$ cat src/rtl/axis_if_pkg.sv
// Shared AXI-Stream field widths and the arbiter FSM state type.
package axis_if_pkg;

  localparam int AXIS_DATA_WIDTH = 32;
  localparam int AXIS_ID_WIDTH   = 4;
  localparam int AXIS_DEST_WIDTH = 4;
  localparam int AXIS_USER_WIDTH = 1;

  // IDLE: arbitrating, no slave accepted. BUSY: one port owns the output.
  typedef enum logic {
    ARB_IDLE = 1'b0,
    ARB_BUSY = 1'b1
  } arb_state_t;

endpackage

$ cat src/rtl/rr_pick.sv
// Rotating-priority picker: first set bit of req at or above ptr, wrapping.
module rr_pick #(
  parameter int N  = 4,
  parameter int IW = $clog2(N)
) (
  input  logic [N-1:0]  req,
  input  logic [IW-1:0] ptr,
  output logic [IW-1:0] idx,
  output logic          valid
);

  // Scan from farthest to nearest offset so the nearest requester is written last and wins.
  always_comb begin
    idx   = '0;
    valid = 1'b0;
    for (int i = N - 1; i >= 0; i--) begin
      int k;
      k = int'(ptr) + i;
      if (k >= N) k = k - N;
      if (req[k]) begin
        idx   = IW'(k);
        valid = 1'b1;
      end
    end
  end

endmodule

$ cat src/rtl/axis_rr_arbiter.sv
// Packet-level round-robin arbiter merging NUM_PORTS AXI-Stream slaves onto one
// master through a single output register. Ownership is held for a whole packet.
//
// Handshake: a beat moves on any interface in a cycle where valid and ready are
// both high at the rising edge; valid never waits for ready, and once a master
// beat is offered its payload stays stable until m_ready takes it.
module axis_rr_arbiter
  import axis_if_pkg::*;
#(
  parameter int NUM_PORTS  = 4,
  parameter int DATA_WIDTH = AXIS_DATA_WIDTH,
  parameter int ID_WIDTH   = AXIS_ID_WIDTH,
  parameter int DEST_WIDTH = AXIS_DEST_WIDTH,
  parameter int USER_WIDTH = AXIS_USER_WIDTH,
  localparam int KEEP_WIDTH = DATA_WIDTH / 8,
  localparam int GW         = $clog2(NUM_PORTS)
) (
  input  logic                             clk,
  input  logic                             rst_n,
  input  logic [NUM_PORTS*DATA_WIDTH-1:0]  s_data,
  input  logic [NUM_PORTS*KEEP_WIDTH-1:0]  s_keep,
  input  logic [NUM_PORTS-1:0]             s_last,
  input  logic [NUM_PORTS*ID_WIDTH-1:0]    s_id,
  input  logic [NUM_PORTS*DEST_WIDTH-1:0]  s_dest,
  input  logic [NUM_PORTS*USER_WIDTH-1:0]  s_user,
  input  logic [NUM_PORTS-1:0]             s_valid,
  output logic [NUM_PORTS-1:0]             s_ready,
  output logic [DATA_WIDTH-1:0]            m_data,
  output logic [KEEP_WIDTH-1:0]            m_keep,
  output logic                             m_last,
  output logic [ID_WIDTH-1:0]              m_id,
  output logic [DEST_WIDTH-1:0]            m_dest,
  output logic [USER_WIDTH-1:0]            m_user,
  output logic                             m_valid,
  input  logic                             m_ready,
  output logic [GW-1:0]                    grant,
  output logic                             busy,
  output logic [31:0]                      pkt_count
);

  arb_state_t state, state_nxt;

  logic [GW-1:0]         grant_q, last_grant, pick_ptr, pick_idx;
  logic                  pick_valid, out_free, accept, accept_last;
  logic [DATA_WIDTH-1:0] m_data_q;
  logic [KEEP_WIDTH-1:0] m_keep_q;
  logic                  m_last_q, m_valid_q;
  logic [ID_WIDTH-1:0]   m_id_q;
  logic [DEST_WIDTH-1:0] m_dest_q;
  logic [USER_WIDTH-1:0] m_user_q;
  logic [31:0]           pkt_count_q;

  // Search starts one past the previous owner so every requester gets a turn.
  assign pick_ptr = (last_grant == GW'(NUM_PORTS - 1)) ? '0 : last_grant + 1'b1;

  rr_pick #(.N(NUM_PORTS), .IW(GW)) u_pick (
    .req   (s_valid),
    .ptr   (pick_ptr),
    .idx   (pick_idx),
    .valid (pick_valid)
  );

  assign out_free    = !m_valid_q || m_ready;
  assign accept      = (state == ARB_BUSY) && out_free && s_valid[grant_q];
  assign accept_last = accept && s_last[grant_q];

  // Only the owning port sees ready, and only when the output register can take a beat.
  always_comb begin
    s_ready = '0;
    if (state == ARB_BUSY && out_free) s_ready[grant_q] = 1'b1;
  end

  // FSM state register.
  always_ff @(posedge clk or negedge rst_n) begin
    if (!rst_n) state <= ARB_IDLE;
    else        state <= state_nxt;
  end

  // FSM next state: claim on any request, release after the last beat is taken.
  always_comb begin
    state_nxt = state;
    case (state)
      ARB_IDLE: if (pick_valid)  state_nxt = ARB_BUSY;
      ARB_BUSY: if (accept_last) state_nxt = ARB_IDLE;
      default:                   state_nxt = ARB_IDLE;
    endcase
  end

  // Grant is loaded on claim; the round-robin pointer advances on packet end.
  always_ff @(posedge clk or negedge rst_n) begin
    if (!rst_n) begin
      grant_q    <= '0;
      last_grant <= GW'(NUM_PORTS - 1);
    end else begin
      if (state == ARB_IDLE && pick_valid) grant_q <= pick_idx;
      if (accept_last) last_grant <= grant_q;
    end
  end

  // Output register: load on accept, empty when taken with nothing new behind it.
  always_ff @(posedge clk or negedge rst_n) begin
    if (!rst_n) begin
      m_valid_q <= 1'b0;
      m_data_q  <= '0;
      m_keep_q  <= '0;
      m_last_q  <= 1'b0;
      m_id_q    <= '0;
      m_dest_q  <= '0;
      m_user_q  <= '0;
    end else if (accept) begin
      m_valid_q <= 1'b1;
      m_data_q  <= s_data[grant_q*DATA_WIDTH +: DATA_WIDTH];
      m_keep_q  <= s_keep[grant_q*KEEP_WIDTH +: KEEP_WIDTH];
      m_last_q  <= s_last[grant_q];
      m_id_q    <= s_id[grant_q*ID_WIDTH +: ID_WIDTH];
      m_dest_q  <= s_dest[grant_q*DEST_WIDTH +: DEST_WIDTH];
      m_user_q  <= s_user[grant_q*USER_WIDTH +: USER_WIDTH];
    end else if (m_ready) begin
      m_valid_q <= 1'b0;
    end
  end

  // Completed packets are counted where they leave, on the master side.
  always_ff @(posedge clk or negedge rst_n) begin
    if (!rst_n)                                pkt_count_q <= '0;
    else if (m_valid_q && m_ready && m_last_q) pkt_count_q <= pkt_count_q + 32'd1;
  end

  assign m_valid   = m_valid_q;
  assign m_data    = m_data_q;
  assign m_keep    = m_keep_q;
  assign m_last    = m_last_q;
  assign m_id      = m_id_q;
  assign m_dest    = m_dest_q;
  assign m_user    = m_user_q;
  assign grant     = grant_q;
  assign busy      = (state == ARB_BUSY);
  assign pkt_count = pkt_count_q;

endmodule

$ cat config.mk
export PLATFORM = sky130hd
export DESIGN_NAME = axis_rr_arbiter
export DESIGN_NICKNAME = d
export VERILOG_FILES = /design/src/rtl/axis_if_pkg.sv /design/src/rtl/rr_pick.sv /design/src/rtl/axis_rr_arbiter.sv
export SDC_FILE = /design/constraint.sdc
export NUM_CORES = 1
export LEC_CHECK = 0
export BUFFER_PORTS_ARGS = -buffer_cell sky130_fd_sc_hd__buf_2
export CAP_MARGIN = 15
export CELL_PAD_IN_SITES_DETAIL_PLACEMENT = 1
export CELL_PAD_IN_SITES_GLOBAL_PLACEMENT = 2
export CORE_ASPECT_RATIO = 0.8
export CORE_UTILIZATION = 27
export CTS_CLUSTER_DIAMETER = 40
export DETAILED_ROUTE_END_ITERATION = 8
export GPL_ROUTABILITY_DRIVEN = 1
export GPL_TIMING_DRIVEN = 0
export PLACE_DENSITY_LB_ADDON = 0.1
export SLEW_MARGIN = 20
export SYNTH_ARGS = -nofsm -noshare
export SYNTH_HDL_FRONTEND = slang
export SYNTH_SLANG_ARGS = --single-unit
$ cat constraint.sdc
create_clock -name clk -period 2.9 [get_ports clk]
set_clock_uncertainty 0.2 [all_clocks]
set_input_delay 0.58 -clock clk [delete_from_list [all_inputs] [get_ports clk]]
set_output_delay 0.58 -clock clk [all_outputs]
set_load 0.05 [all_outputs]
==> summary.txt <==
Outcome
  – Status: finished, final reports clean

Timing
  – Total negative slack: 0 ns
  – Final setup fails: 0
  – Max Fclk: around 370 MHz
  – Max Slew Vio Count: 0
  – Fin crit period: about 2.7 ns
  – Measured slew at the worst slew-check pin: 0.967 ns
  – RSZ-0062 raised after global routing: false
  – Final Hold Fails: 0
  – Slew headroom: 0.350
  – Tcrit/Tclk final: 0.922

Synth
  – Synth Warn #: 0
  – Synth Area in Compound Gates: 0.0110
  – Adder-Cell Fraction of Synth Area: 0.00525
  – Post-synth top area share: 0.431
  – Ranking of synthesized cells by area: dfrtp_1 43%, mux4_2 22%, mux2_4 6.9%
  – Count leader, synth: dfrtp_1
  – Cells after synthesis: 320
  – Seq/Total Area, Yosys: 0.442
  – Cell variety after synth: 40
  – Post-Synthesis Cell Area: approximately 0.0048 mm2
  – Main synth FF type: dfrtp_1
  – Simple-gate share of the synthesized area: 0.0895
  – Xor/xnor cell area share of the yosys netlist: 0.0570
  – Synth area leader: dfrtp_1
  – Async SR Flop Fraction: 1.00
  – Number of synthesized flops with an enable pin: 0
  – Synthesized flop and latch total: 84
  – Largest family of logic cells by synthesized area: multiplexers
  – Synth top cells by count: 82 x dfrtp_1, 47 x mux4_2, 27 x xnor2_1
  – Post-synthesis mux area share: 0.357
  – Syn_area_per_cell: between 10 and 15 um2
  – Post-synth net total: 513

Clocking
  – Total CTS buffers: 9
  – Post-CTS resize count: 0
  – CTS Sinks: between 80 and 90
  – Clk Latency, worst-skew pair: between 0.3 and 0.4 ns
  – # H-tree levels: 3
  – CTS max path bufs: 2
  – Root buf cell: clkbuf_16
  – Hold buffers post-CTS: 0
  – CTS tree: yes
  – Post-CTS setup buffers: 0
  – Reg clk slew, reported paths: approximately 0.070 ns

Floorplanning
  – Row cnt: 43
  – Initial Utilization: 0.275
  – IO Pins: 277
  – Die Span Y: around 120 um
  – Die W: 151 um
  – Die area: 0.0182 mm2
  – Core area: 0.0173 mm2

Critical path
  – Worst path slowest cell: clkbuf_1
  – Worst r2r path cells: 5
  – CP Capture Type: output port
  – FF-to-FF End: grant[1]
  – Beginning of the critical path: grant[1]
  – Reg2Reg Setup Slack: between 0.6 and 0.7 ns
  – Reg2Reg Launch Point: last_grant[0]
  – Worst-path maximum fanout: 10
  – Crit path capture: s_ready[2]
  – Crit start category: flip-flop
  – Crit path arrival time: approximately 1.9 ns
  – CP max stage delay: between 0.4 and 0.5 ns
  – CP required: 2.12 ns
  – WS Path Type: flip-flop to output port
  – CP Cell Sequence: buf_6, clkbuf_1, nand3_1, nor2_1, buf_2

Run
  – Max-cap check violation count: 0

Drt
  – Detailed-route via count: roughly 4000
  – Antenna viol nets, final: 0
  – Routed len/inst: ~18 um
  – Initial DRT Pass Iterations: 4
  – Total Wirelength: between 15 and 20 mm
  – DRC: 0
  – 1st-iter DRT viols: 83
  – Vias per inst: between 4 and 5

Power
  – VDD IR max: around 0.35 mV
  – Total Power: about 7.6 mW
  – PD cells: between 1000 and 1500 mW/mm2
  – Static Leak: ~3.3 nW

Finish
  – Multi-input gate area: about 0.0025 mm2
  – Layout cell share with drive strength beyond 1: 0.657
  – P&R area growth vs syn: 42.1%
  – Fill cells: around 1900
  – Flip-flop and latch area: ~0.0021 mm2
  – Fin nets: 801

Global routing
  – Number of antenna violations at the first check in global routing: 4
  – GR Overflow Total: 0
  – Pin count of the biggest net entering global routing: between 40 and 50
  – Vias in the first global route: about 4200
  – Gr usage total: 0.177
  – First-pass GRT wire length: roughly 24 mm

Placed design
  – Port Buffers: ~280
  – Final RePlAce weighted congestion: between 0.7 and 0.8
  – Post-DP HPWL: 12.6 mm

Hold path
  – Worst hold path class: input pin to async pin
==> cell usage in the layout, fill, tap and decap left out, types with 6 or more instances in the layout <==
cell / count
nand3_1: 15
mux2_2: 20
xnor2_1: 27
mux2_4: 22
mux2_1: 6
nor2_1: 10
nand4_1: 10
dfrtp_1: 82
buf_2: 278
clkbuf_16: 9
mux4_2: 47
nand2_1: 16
clkbuf_1: 7
==> how the worst min path moves through the flow <==
stage                          to  slack [ns]  cells after the start
finish               pkt_count[8]        0.03                      1
floorplan                    busy        0.08                      0
detailed placement     m_data[28]        0.28                      1
global route         pkt_count[8]        0.06                      1
CTS                  pkt_count[8]        0.04                      1
global placement    pkt_count[31]        0.26                      1
==> worst max-delay path, delay by kind of cell (launching register included) <==
kind	cells	cell delay, ns
buffers and inverters	3	0.89
DFF	1	0.37
and+or+nand+nor	2	0.29
==> routing by layer <==
metal | share of wire | track usage
met3 | 0.070 | 0.0577
met4 | 0.013 | 0.0499
met2 | 0.50 | 0.287
met1 | 0.42 | 0.223
met5 | 0.0032 | 0
==> report_power, final <==
group	leakage, nW	internal (mW)	switching [mW]
sequential	1.04	1.60	0.248
combinational	2.13	1.88	2.72
clock	0.140	0.675	0.493
total	3.31	4.16	3.46
==> sequential cells by signal, indices dropped and copies added, names as in the netlist <==
name / cells
busy: 1
grant: 2
last_grant: 2
m_data: 32
m_dest: 4
m_id: 4
m_keep: 4
m_last: 1
m_user: 1
m_valid: 1
pkt_count: 32
==> layout make-up <==
class | count | share of cell area
buffer | 19 | 0.0255
tap | 225 | 0.0416
sequential | 84 | 0.311
clock buffer | 10 | 0.0338
multi-input combinational | 214 | 0.367
antenna | 1 | 0.000370
clock inverter | 6 | 0.0105
inverter | 3 | 0.00166
timing repair buffer | 277 | 0.208
==> through the flow <==
step                      hold slack [ns]  cell area (um2)   util  worst slack [ns]  instances
after floorplan                    0.0844             4780      -             0.170        320
after global placement              0.255             6440  0.372             0.240        821
after detailed placement            0.278             6470  0.373             0.413        822
after CTS                          0.0444             6770  0.391             0.154        838
after global routing               0.0646             6770  0.391            0.0104        838
final                              0.0283             6770  0.391             0.225        839
==> logic make-up (layout without fill, tap and decap cells) <==
family                   count (synthesis)  in the layout
flip-flops                              84             84
adder cells (fa/ha/maj)                  2              2
buffers and inverters                   22            315
AND/OR/NAND/NOR                         76             76
other                                    0              1
XOR/XNOR                                31             31
multiplexers                            97             97
AO/OA/AOI/OAI                            8              8
No activity file was read; power rests on OpenSTA's default activity.
